## config.mk

```make
export PLATFORM = sky130hd
export DESIGN_NAME = j_flagreg_flat
export DESIGN_NICKNAME = d
export VERILOG_FILES = /design/src/rtl/j_flagreg_if.sv /design/src/rtl/j_flagreg.sv /design/src/flat_wrapper.sv
export SDC_FILE = /design/constraint.sdc
export NUM_CORES = 1
export LEC_CHECK = 0
export ABC_AREA = 0
export ABC_CLOCK_PERIOD_IN_PS = 1400
export CAP_MARGIN = 20
export CORE_ASPECT_RATIO = 0.9
export CORE_MARGIN = 2
export CORE_UTILIZATION = 37
export DETAILED_ROUTE_END_ITERATION = 16
export PLACE_DENSITY = 0.82
export REMOVE_ABC_BUFFERS = 1
export SLEW_MARGIN = 20
export SYNTH_ARGS = -nofsm -noshare
export SYNTH_HDL_FRONTEND = slang
export SYNTH_SLANG_ARGS = --single-unit
```

## constraint.sdc

```tcl
create_clock -name clk -period 1.4 [get_ports clk]
set_input_delay 0.14 -clock clk [delete_from_list [all_inputs] [get_ports clk]]
set_output_delay 0.14 -clock clk [all_outputs]
set_load 0.02 [all_outputs]
```

## src/rtl/j_flagreg_if.sv

```systemverilog
// Bus bundle for the Jerry flags stage: ALU result side, host flags-register
// side and branch condition lookup, as seen from the ALU/host (master) and the flags stage (slave).
interface j_flagreg_if #(
  parameter int WIDTH = 32
);
  logic [WIDTH-1:0] alu_res;
  logic             alu_co;
  logic             alu_zero;
  logic             alu_valid;
  logic             flag_upd;
  logic             carry_upd;
  logic             stall;
  logic             flagwr;
  logic             flagrd;
  logic [2:0]       din;
  logic [4:0]       cc;
  logic [2:0]       dout;
  logic [WIDTH-1:0] res_q;
  logic             res_valid;
  logic             z;
  logic             c;
  logic             n;
  logic             cc_true;

  modport master (
    output alu_res, alu_co, alu_zero, alu_valid, flag_upd, carry_upd,
           stall, flagwr, flagrd, din, cc,
    input  dout, res_q, res_valid, z, c, n, cc_true
  );

  modport slave (
    input  alu_res, alu_co, alu_zero, alu_valid, flag_upd, carry_upd,
           stall, flagwr, flagrd, din, cc,
    output dout, res_q, res_valid, z, c, n, cc_true
  );
endinterface

```

## src/rtl/j_flagreg.sv

```systemverilog
// Jerry DSP flags stage: one-cycle result latch, Z/C/N flag register with
// host read/write access, and jump condition-code evaluation.
module j_flagreg #(
  parameter int WIDTH = 32
) (
  input logic     clk,
  input logic     reset,
  j_flagreg_if.slave bus
);

  logic [WIDTH-1:0] res_q_r;
  logic             res_valid_r;
  logic             z_r;
  logic             c_r;
  logic             n_r;
  logic [2:0]       dout_r;
  logic             cc_true_s;
  logic             alu_upd_s;

  // cc[1:0]=11 fails on its own because Z cannot be both 0 and 1.
  function automatic logic eval_cc(input logic [4:0] code, input logic fz,
                                   input logic fc, input logic fn);
    logic t_nz;
    logic t_z;
    logic t_cn;
    t_nz = ~code[0] | ~fz;
    t_z  = ~code[1] | fz;
    t_cn = ~code[2] | (code[4] ? (fn == code[3]) : (fc == code[3]));
    return (code != 5'b11111) & t_nz & t_z & t_cn;
  endfunction

  assign alu_upd_s = ~bus.stall & bus.alu_valid & bus.flag_upd;

  // Result latch: tracks the ALU every unstalled edge.
  always_ff @(posedge clk or posedge reset) begin
    if (reset) begin
      res_q_r     <= {WIDTH{1'b0}};
      res_valid_r <= 1'b0;
    end else if (!bus.stall) begin
      res_q_r     <= bus.alu_res;
      res_valid_r <= bus.alu_valid;
    end else begin
      res_q_r     <= res_q_r;
      res_valid_r <= res_valid_r;
    end
  end

  // Flag register: host write is not pipelined, so it ignores stall and beats the ALU.
  always_ff @(posedge clk or posedge reset) begin
    if (reset) begin
      z_r <= 1'b0;
      c_r <= 1'b0;
      n_r <= 1'b0;
    end else if (bus.flagwr) begin
      z_r <= bus.din[0];
      c_r <= bus.din[1];
      n_r <= bus.din[2];
    end else if (alu_upd_s) begin
      z_r <= bus.alu_zero;
      n_r <= bus.alu_res[WIDTH-1];
      c_r <= bus.carry_upd ? bus.alu_co : c_r;
    end else begin
      z_r <= z_r;
      c_r <= c_r;
      n_r <= n_r;
    end
  end

  // Readback register: captures the flags as they were before this edge.
  always_ff @(posedge clk or posedge reset) begin
    if (reset) begin
      dout_r <= 3'b000;
    end else if (bus.flagrd) begin
      dout_r <= {n_r, c_r, z_r};
    end else begin
      dout_r <= dout_r;
    end
  end

  // Condition evaluation from the held flags.
  always_comb begin
    cc_true_s = 1'b0;
    cc_true_s = eval_cc(bus.cc, z_r, c_r, n_r);
  end

  assign bus.res_q     = res_q_r;
  assign bus.res_valid = res_valid_r;
  assign bus.z         = z_r;
  assign bus.c         = c_r;
  assign bus.n         = n_r;
  assign bus.dout      = dout_r;
  assign bus.cc_true   = cc_true_s;

endmodule
```

## src/flat_wrapper.sv

```systemverilog
// flat-port wrapper written by rule: the top's interface ports become plain ports
module j_flagreg_flat 
#(
  parameter int WIDTH = 32
)
  (clk, reset, bus_alu_res, bus_alu_co, bus_alu_zero, bus_alu_valid, bus_flag_upd, bus_carry_upd, bus_stall, bus_flagwr, bus_flagrd, bus_din, bus_cc, bus_dout, bus_res_q, bus_res_valid, bus_z, bus_c, bus_n, bus_cc_true);
  j_flagreg_if #(.WIDTH(WIDTH)) bus_i ();
  input logic clk;
  input logic reset;
  input wire logic [$bits(bus_i.alu_res)-1:0] bus_alu_res;
  input wire logic [$bits(bus_i.alu_co)-1:0] bus_alu_co;
  input wire logic [$bits(bus_i.alu_zero)-1:0] bus_alu_zero;
  input wire logic [$bits(bus_i.alu_valid)-1:0] bus_alu_valid;
  input wire logic [$bits(bus_i.flag_upd)-1:0] bus_flag_upd;
  input wire logic [$bits(bus_i.carry_upd)-1:0] bus_carry_upd;
  input wire logic [$bits(bus_i.stall)-1:0] bus_stall;
  input wire logic [$bits(bus_i.flagwr)-1:0] bus_flagwr;
  input wire logic [$bits(bus_i.flagrd)-1:0] bus_flagrd;
  input wire logic [$bits(bus_i.din)-1:0] bus_din;
  input wire logic [$bits(bus_i.cc)-1:0] bus_cc;
  output wire logic [$bits(bus_i.dout)-1:0] bus_dout;
  output wire logic [$bits(bus_i.res_q)-1:0] bus_res_q;
  output wire logic [$bits(bus_i.res_valid)-1:0] bus_res_valid;
  output wire logic [$bits(bus_i.z)-1:0] bus_z;
  output wire logic [$bits(bus_i.c)-1:0] bus_c;
  output wire logic [$bits(bus_i.n)-1:0] bus_n;
  output wire logic [$bits(bus_i.cc_true)-1:0] bus_cc_true;
  assign bus_i.alu_res = bus_alu_res;
  assign bus_i.alu_co = bus_alu_co;
  assign bus_i.alu_zero = bus_alu_zero;
  assign bus_i.alu_valid = bus_alu_valid;
  assign bus_i.flag_upd = bus_flag_upd;
  assign bus_i.carry_upd = bus_carry_upd;
  assign bus_i.stall = bus_stall;
  assign bus_i.flagwr = bus_flagwr;
  assign bus_i.flagrd = bus_flagrd;
  assign bus_i.din = bus_din;
  assign bus_i.cc = bus_cc;
  assign bus_dout = bus_i.dout;
  assign bus_res_q = bus_i.res_q;
  assign bus_res_valid = bus_i.res_valid;
  assign bus_z = bus_i.z;
  assign bus_c = bus_i.c;
  assign bus_n = bus_i.n;
  assign bus_cc_true = bus_i.cc_true;
  j_flagreg #(.WIDTH(WIDTH)) u_core (.clk(clk), .reset(reset), .bus(bus_i));
endmodule
```

Word level (Yosys, flattened, before mapping)
Cells that the tools add are included.
{"block": "word_totals", "output_inout_bits": 40, "input_bits": 50, "ff_bits": 39}
{"block": "classes", "n_eq_ne": 3, "muxes": 8, "bitwise": 13, "n_reduce_logical": 3}
{"operator": "$mux 1", "count": 8}
{"operator": "$and 1x1->1", "count": 5}
{"operator": "$ne 5x5->1 const B", "count": 1}
{"operator": "$not 1->1", "count": 5}
{"operator": "$reduce_bool 2->1", "count": 2}
{"operator": "$or 1x1->1", "count": 3}
{"operator": "$eq 1x1->1", "count": 2}
{"operator": "$reduce_and 2->1", "count": 1}

Logic depth before layout (Yosys ltp)
Gate-level depths: netlist (run 1).
{"block": "logic_depth", "depth_word": 5, "ltp_mapped": 4}

Least setup slack after synthesis (run 1)
OpenSTA, ideal clock, no wires.
{"block": "synth_timing", "path_kind": "flip-flop to output port", "startpoint": "reg u_core.n_r, in the netlist u_core.bus.n", "endpoint": "out bus_cc_true", "path_stages_with_launch": 4, "arrival_ps": 1326, "required_ps": 1260, "setup_slack_ps": -66, "path_cell_list": "dfrtp_1 > mux2i_1 > xnor2_1 > a221oi_1"}
{"block": "synth_between", "elab_chain_cells": 4}
{"element": "start, declared", "line_no": "j_flagreg.sv:15", "source": "logic n_r;"}
{"element": "start signal, assigned", "line_no": "j_flagreg.sv:57", "source": "n_r <= bus.din[2];"}
{"element": "start signal, assigned", "line_no": "j_flagreg.sv:60", "source": "n_r <= bus.alu_res[WIDTH-1];"}
{"element": "start signal, assigned", "line_no": "j_flagreg.sv:65", "source": "n_r <= n_r;"}
{"element": "$eq 1x1->1", "line_no": "j_flagreg.sv:28", "source": "t_cn = ~code[2] | (code[4] ? (fn == code[3]) : (fc == code[3]));"}
{"element": "$mux 1", "line_no": "j_flagreg.sv:28"}
{"element": "$or 1x1->1", "line_no": "j_flagreg.sv:28"}
{"element": "$and 1x1->1", "line_no": "j_flagreg.sv:29", "source": "return (code != 5'b11111) & t_nz & t_z & t_cn;"}
{"element": "end, declared", "line_no": "flat_wrapper.sv:27", "source": "output wire logic [$bits(bus_i.cc_true)-1:0] bus_cc_true;"}
Every way passes these cells.

Worst setup path after layout (run 1)
{"block": "layout_timing", "startpoint": "in bus_cc[4]", "endpoint": "out bus_cc_true"}
{"block": "layout_between", "elab_chain_cells": 4, "word_cells_on_any_way": 6}
{"element": "start, declared", "line_no": "flat_wrapper.sv:20", "source": "input wire logic [$bits(bus_i.cc)-1:0] bus_cc;"}
{"element": "$ne 5x5->1", "line_no": "j_flagreg.sv:29"}
{"element": "$and 1x1->1 (2 in series)", "line_no": "j_flagreg.sv:29"}
{"element": "$and 1x1->1 *", "line_no": "j_flagreg.sv:29"}
Every way passes the cells marked *; elsewhere a longest branch is shown, timed or not.

==> results of run 1 <==
[kinds of logic after synthesis]
| logic type | after synthesis | synth area share |
|---|---|---|
| compound gates | 3 | 0.0122 |
| buf+inv | 5 | 0.0195 |
| flops | 39 | 0.635 |
| simple gates | 5 | 0.0293 |
| xor+xnor | 1 | 0.00570 |
| mux | 41 | 0.298 |
[layout make-up]
cell class / count / area (um2)
repair buffers: 96 / 1010
flip-flops and latches: 39 / 976
multi-input cells: 50 / 537
fillers: 300 / 1360
well taps: 48 / 60.1
inverters: 1 / 3.75
clock buffers: 6 / 72.6
clock inverters: 1 / 30.0
[Yosys cell counts]
| master | count |
|---|---|
| mux2_1 | 1 |
| mux2i_1 | 3 |
| o21ai_0 | 2 |
| nor2b_1 | 1 |
| nand4b_4 | 1 |
| nand3b_1 | 1 |
| buf_6 | 1 |
| mux2_2 | 37 |
| a221oi_1 | 1 |
| inv_1 | 1 |
| dfrtp_1 | 39 |
| buf_2 | 3 |
| xnor2_1 | 1 |
| nand2_1 | 2 |
[flip-flops by register name (all words and copies together) (netlist names)]
name / count
u_core.bus.res_q: 32
u_core.bus.dout: 3
u_core.bus.c: 1
u_core.bus.n: 1
u_core.bus.res_valid: 1
u_core.bus.z: 1
[routing by layer]
layer | up-vias | wire length [um] | GRT usage | part of all wire
met5 | - | 0 | 0 | 0
met4 | 0 | 50 | 0.0566 | 0.014
met3 | 7 | 445 | 0.0828 | 0.12
met2 | 69 | 1680 | 0.263 | 0.47
met1 | 527 | 1410 | 0.186 | 0.39
li1 | 528 | - | - | -
[critical path, cell delays in order]
cell and delay, ns:
clkdlybuf4s50_1 0.47, mux2i_1 0.21, xnor2_1 0.09, a221oi_2 0.22, buf_4 0.18
[worst paths after layout]
path / end / slack [ns] / cells past startpoint
worst max-delay path: bus_cc_true / -0.06 / 5
worst min register to register: u_core.bus.res_q[31]$_DFFE_PP0N_ / 0.50 / 1
max in group asynchronous: u_core.bus.res_q[31]$_DFFE_PP0N_ / 1.01 / 3
worst max register to register: u_core.bus.c$_DFFE_PP0P_ / 0.24 / 3
min in group clk: u_core.bus.z$_DFFE_PP0P_ / 0.45 / 3
worst min-delay path: u_core.bus.res_q[7]$_DFFE_PP0N_ / 0.21 / 3
[per-stage QoR]
| step | total power, uW | util | cells | area (um2) |
|---|---|---|---|---|
| floorplan | 1630 | - | 90 | 1510 |
| global placement | 2080 | 0.624 | 234 | 2530 |
| detailed placement | 2110 | 0.624 | 234 | 2530 |
| CTS | 2970 | 0.645 | 241 | 2610 |
| global route | 3070 | 0.664 | 241 | 2690 |
| finish | 2910 | 0.664 | 241 | 2690 |
[power groups by stage]
stage               logic [uW]  clock network (uW)  registers, uW
floorplan                  163                   0           1470
global placement           769                   0           1320
detailed placement         782                   0           1330
CTS                        756                 909           1300
global route               784                 973           1310
finish                     736                 872           1300
[what timing repair did]
action                                  4_1_cts  5_1_grt
gates resized for setup                      17       29
buffers inserted                              0        0
endpoints found under the setup margin       13       28
pin swaps                                     1        0
==> results list, run 1 <==
- Once routing completed, OpenROAD measured the worst setup slack at -0.0570 ns.
* Required time at the worst-slack endpoint: 1.26 ns
- CTS Root Cell: clkbuf_8
- Using the TritonRoute via totals, the vias-per-cell ratio works out to 4.69.
- Dividing total power by cell area gives a power density of 1080 nW/um2.
* Setup TNS Final: -0.0570 ns
* Rel. slew slack: 0.805
* Initial Utilization: 0.380
- Routability-driven placement finished with a final weighted congestion of 0.852.
- Synth warn: 0
- Failing checks: negative setup slack
- CP Capture Type: output pin
- The H-tree was split into 2 levels.
* Setup repair after global routing missed its margin: yes
- DRT Wirelength: around 3600 um
- Of the available clock period, the critical path in the final layout requires 1.04.
* Number of nets in the finished design: around 240
- Of the total power, the clock network draws 0.300.
- Port buffering added just under 90 buffers.
* Crit path arrival time: 1.32 ns
- Of the post-synthesis cell area, the dominant cell type holds 0.635.
* DRC violations left: 0
- The number of hold violations in the final report was 0.
- From left edge to right edge, the die measures 71.9 um.
- Library cell occupying the most area in the post-synthesis netlist: dfrtp_1
- Counting flops and latches in the post-synthesis netlist gives 39.
- Sequential power share: 0.447
- In the final layout, the share of cells above drive strength 1 is 0.275.
* Routed len/inst: ~15 um
- RR Startpoint: u_core.bus.c$_DFFE_PP0P_
* Average cell area after synthesis: 16.3 um2
- The tool flagged a number of max-cap violations equal to 0.
- The repair_antennas step left the layout with diodes totalling 0.
* Half-perimeter wire length after detailed placement: 2670 um
- Once detail routing completed, the nets flagged for antenna violations numbered 0.
- The final route contains 1131 vias.
- Vias in the first global route: 1201
- Setup violations remaining at the end of the flow were counted as 1.
- From synthesis to final layout, the design area changed by 74.8%.
- Before antenna repair, the detailed router went through 2 iterations.
* Comb power frac: 0.253
- Proportion of total power due to net switching: 0.250
- Timing analysis after detailed placement gives a worst setup slack of -0.568 ns.
- Full die area: 4680 um2
- The number of slew-limit violations in the final report was 0.
- STA classifies the critical path startpoint as a primary input.
- Pin placement for this block handled 90 I/O pins.
- The analysis attributes to cell leakage a power of 0.00138 uW.
- Worst vdd rail ir drop: 0.000671 V
- Subtracting the final worst setup slack from the clock period gives 1.46 ns.
- Share of synthesized area occupied by flip-flops and latches: 0.635
* Min Hold Slack: 0.206 ns
* Class of the most critical hold timing path: in2async
- The first routing iteration left 24 violations.
- For this design the total switching power over the nets is 727 uW.
* Number of CTS-inserted buffers: 5
- The critical path is of the in2out type.
- Commonest cells after routing, fill and taps aside: clkdlybuf4s50_1 (49), dfrtp_1 (39), mux2_2 (37), dlymetal6s2s_1 (27), dlygate4sd2_1 (12)
- The run finished, with violations left.
- CTS saw 39 sinks.
- Cell internal power dissipation: 2180 uW
- After synthesis, the netlist uses 14 different library cells.
* Area of the core: 4050 um2
- In the post-synthesis netlist, the biggest area contributors are dfrtp_1 (64%), mux2_2 (27%), mux2i_1 (2.0%).
- At the pin with the least slew margin, the transition time is 0.292 ns.
- In the global route stage, overall resource usage came out at 0.163.
- The clock passes through at most 2 buffers.
* Number of standard cells after synthesis: between 90 and 100
- Mapped cell area: 1540 um2
- The first global-routing pass estimated 5710 um of wire.
* Start point of the critical path: bus_cc[4]
- TritonCTS built the clock tree.
- For this design, the CTS-stage hold fixing added 0 buffers.
* Overflow left after global routing: 0
- The number of antenna violations at the first check in global routing is 0.
- Highest achievable clock rate: 686 MHz
- # rows: 22
- Entering global routing, the biggest net connects 40 pins.
- Measured along the y axis, the die boundary spans 65.1 um.
- Clock-pin slew was measured on the worst setup and hold paths at 0.07 ns.
- Clock latency on the worst-skew pair: 0.28 ns
- Maximum fanout along the worst path: 1
* Most common library cell in the layout ignoring fill and taps: clkdlybuf4s50_1
* Clock Skews: about 0.00057 ns
No activity file was read; power rests on OpenSTA's default activity.
==> run 2, diff against run 1 <==
--- a/config.mk
+++ b/config.mk
@@ -8,11 +8,10 @@
 export ABC_AREA = 0
 export ABC_CLOCK_PERIOD_IN_PS = 1400
 export CAP_MARGIN = 20
-export CORE_ASPECT_RATIO = 0.9
 export CORE_MARGIN = 2
 export CORE_UTILIZATION = 37
 export DETAILED_ROUTE_END_ITERATION = 16
-export PLACE_DENSITY = 0.82
+export PLACE_DENSITY = 0.9
 export REMOVE_ABC_BUFFERS = 1
 export SLEW_MARGIN = 20
 export SYNTH_ARGS = -nofsm -noshare
==> run 2 against run 1 <==
Net effect:
- utilization is 0.61 points lower
- clock-buffer cell count did not move
- design area fell by 2.1%
- via count increased by 2.1%
- wire length is 16% higher
- combinational power is 3.7% lower
- first-iteration DRC count shrank 17%
- global-route usage grew 3.4 points
- clock skew is 0.0043 ns higher
- largest cell class is now flip-flops and latches
- cell count grew 1.2%
- the run still ends with negative setup slack left
- maximum frequency fell by 3.4%
==> results list, run 2 (synthesis results as in run 1) <==
* Number of nets in the finished design: 243
- The number of antenna violations at the first check in global routing is 0.
- The first global-routing pass estimated about 6300 um of wire.
- In the final layout, the share of cells above drive strength 1 is 0.273.
- Commonest cells after routing, fill and taps aside: clkdlybuf4s50_1 (49), dfrtp_1 (39), mux2_2 (37), dlygate4sd2_1 (33)
- After layout, the worst setup slack is -0.108 ns.
- Final critical-path required period: 1.51 ns
- Half-perimeter wire length after detailed placement: 3190 um
* WS Path Type: reg2out
- Clock latency on the worst-skew pair: 0.29 ns
* Area after detailed placement: 2530 um2
* CP Launch Type: flop
- Hold violation total from the final report: 0
- The register with the most flip-flops in the layout has 32 of them.
* Routed len/inst: 17.1 um
* Vias in the first global route: between 1000 and 1500
- Counting both buffers and inverters, the worst setup path holds a total of 1.
* Most common library cell in the layout ignoring fill and taps: clkdlybuf4s50_1
* Buffer count from post-CTS setup fixing: 0
- The final reports fail on negative setup slack.
- Final weighted congestion in routability-driven placement: 0.839
- DRT Wirelength: 4160 um
- The worst setup path is captured at an output pin.
- 0 antenna diodes ended up in the layout.
- Measured on the finished design, the core utilization comes to 0.657.
- CTS H-tree depth: 2
* Setup repair after global routing missed its margin: yes
* Routed vias: 1155
- Cell family with most CP delay: flip-flops
- CTS tree: yes
- The largest individual stage delay along the critical path comes from the cell dfrtp_1.
* Final setup vio count: 1
- Power spread over the standard cell area amounts to ~1200 nW/um2.
* Clk slew on worst S/H paths: approximately 0.07 ns
- Post-Layout Inst Area: 2630 um2
- Run status: complete, but fails checks
- Area growth syn-to-layout: 71.2%
- The floorplan step defined a core boundary enclosing 4000 um2.
- In this run, the number of DRC markers left after iteration 0 of detailed routing was 20.
- Clock tree synthesis selected as its root buffer the cell clkbuf_8.
- Clock Skews: between 0.004 and 0.005 ns
- Required time at the worst-slack endpoint: 1.26 ns
- Die boundary height: 68.4 um
- Hold-fix buffers, CTS: 0
- Die span in x: between 60 and 70 um
* Post-DRT Antenna Nets: 0
- For this run, global-route usage on met3 was measured as 0.0806.
- Post-layout total power: 3110 uW
* Number of CTS-inserted buffers: 5
- TritonCTS Sinks: 39
- Entering global routing, the biggest net connects 40 pins.
- For this run, global-route usage on met1 was measured as 0.178.
- Sequence of cells on the critical path: mux2i_1 > xnor2_1 > a221oi_1 > buf_2
* Overflow left after global routing: 0
- The layout has 295 filler cells.
* Rel. slew slack: 0.776
- The floorplan has 23 rows.
- Highest cell delay on the worst timing path: 0.39 ns
* DRC violations left: 0
* Via-per-instance ratio: around 4.7
* Total Routing Usage GR: 0.196
- GRT busiest layer: met2
- Met2 usage: 0.355
- Buffers placed on the I/O ports in this run total roughly 90.
- No sink is reached through more buffers than the 2 on the longest clock path.
- Data arrives at the worst endpoint at 1.37 ns.
- Based on the critical path, the design can be clocked at up to 663 MHz.
- Full die area: 4680 um2
- The number of slew-limit violations in the final report was 0.
- Leak pwr: between 0.001 and 0.0015 uW
- The initial utilization of the core area, before any placement, comes to 0.384.
- The path class of the tightest hold or removal check is in2async.
- Total area of multi-input combinational cells: 531 um2
- In the final layout, flip-flops and latches occupy 976 um2.
- Post-route clock period utilization: 1.08
- The tool flagged a number of max-cap violations equal to 0.
* Transition time at the pin with the least slew margin: about 0.34 ns
- Worst vdd rail ir drop: 0.000751 V
- Maximum fanout along the worst path: 2
- The first TritonRoute pass finished after 3 iterations.
- Min Hold Slack: 0.200 ns
- 90 I/O pins were placed.
[run 2: what timing repair did]
action                     4_1_cts  5_1_grt
pin swaps                        1        0
resized for setup               38        6
setup endpoints to repair       34        7
[run 2: routing by layer]
layer  wire length (um)  part of all wire  vias to the layer above
li1                   -                 -                      528
met5                  0                 0                        -
met3                442              0.11                        7
met4                 98             0.024                        0
met2               2290              0.55                       63
met1               1330              0.32                      557
[run 2: final cells by class]
type | count | share of cell area
Multi-Input combinational cell | 50 | 0.202
Inverter | 1 | 0.00143
Timing Repair Buffer | 96 | 0.352
Clock inverter | 2 | 0.0228
Clock buffer | 6 | 0.0276
Tap cell | 50 | 0.0238
Sequential cell | 39 | 0.371
[run 2: per-stage QoR]
| step | TNS [ns] | setup WS (ns) | std cells |
|---|---|---|---|
| after global routing | -0.209 | -0.209 | 244 |
| after CTS | -0.116 | -0.116 | 244 |
| after global placement | -2.26 | -0.539 | 236 |
| after floorplan | -0.0665 | -0.0665 | 90 |
| after detailed placement | -3.45 | -0.559 | 236 |
| final | -0.108 | -0.108 | 244 |
[run 2: path summary, 6_finish.rpt]
| check | to | slack [ns] | cells past startpoint | startpoint |
|---|---|---|---|---|
| max | bus_cc_true | -0.11 | 4 | u_core.bus.n$_DFFE_PP0P_ |
| min | u_core.bus.res_q[6]$_DFFE_PP0N_ | 0.20 | 3 | reset |
| max reg2reg | u_core.bus.c$_DFFE_PP0P_ | 0.21 | 3 | u_core.bus.c$_DFFE_PP0P_ |
| min reg2reg | u_core.bus.dout[0]$_DFFE_PP0P_ | 0.50 | 1 | u_core.bus.dout[0]$_DFFE_PP0P_ |
| max in group asynchronous | u_core.bus.dout[1]$_DFFE_PP0P_ | 1.01 | 3 | reset |
| min in group clk | u_core.bus.z$_DFFE_PP0P_ | 0.41 | 3 | bus_din[0] |
[run 2: worst register-to-register path, delay by kind of cell (launching register included)]
kind                   cells  cell delay [ns]
buffers and inverters      1             0.14
flip-flops                 1             0.38
multiplexers               2             0.55
[run 2: report_power, final]
| part | internal, uW | switching (uW) | leakage (uW) |
|---|---|---|---|
| Sequential | 1240 | 60.3 | 0.000458 |
| Clock | 712 | 390 | 0.0000654 |
| Combinational | 377 | 331 | 0.000703 |
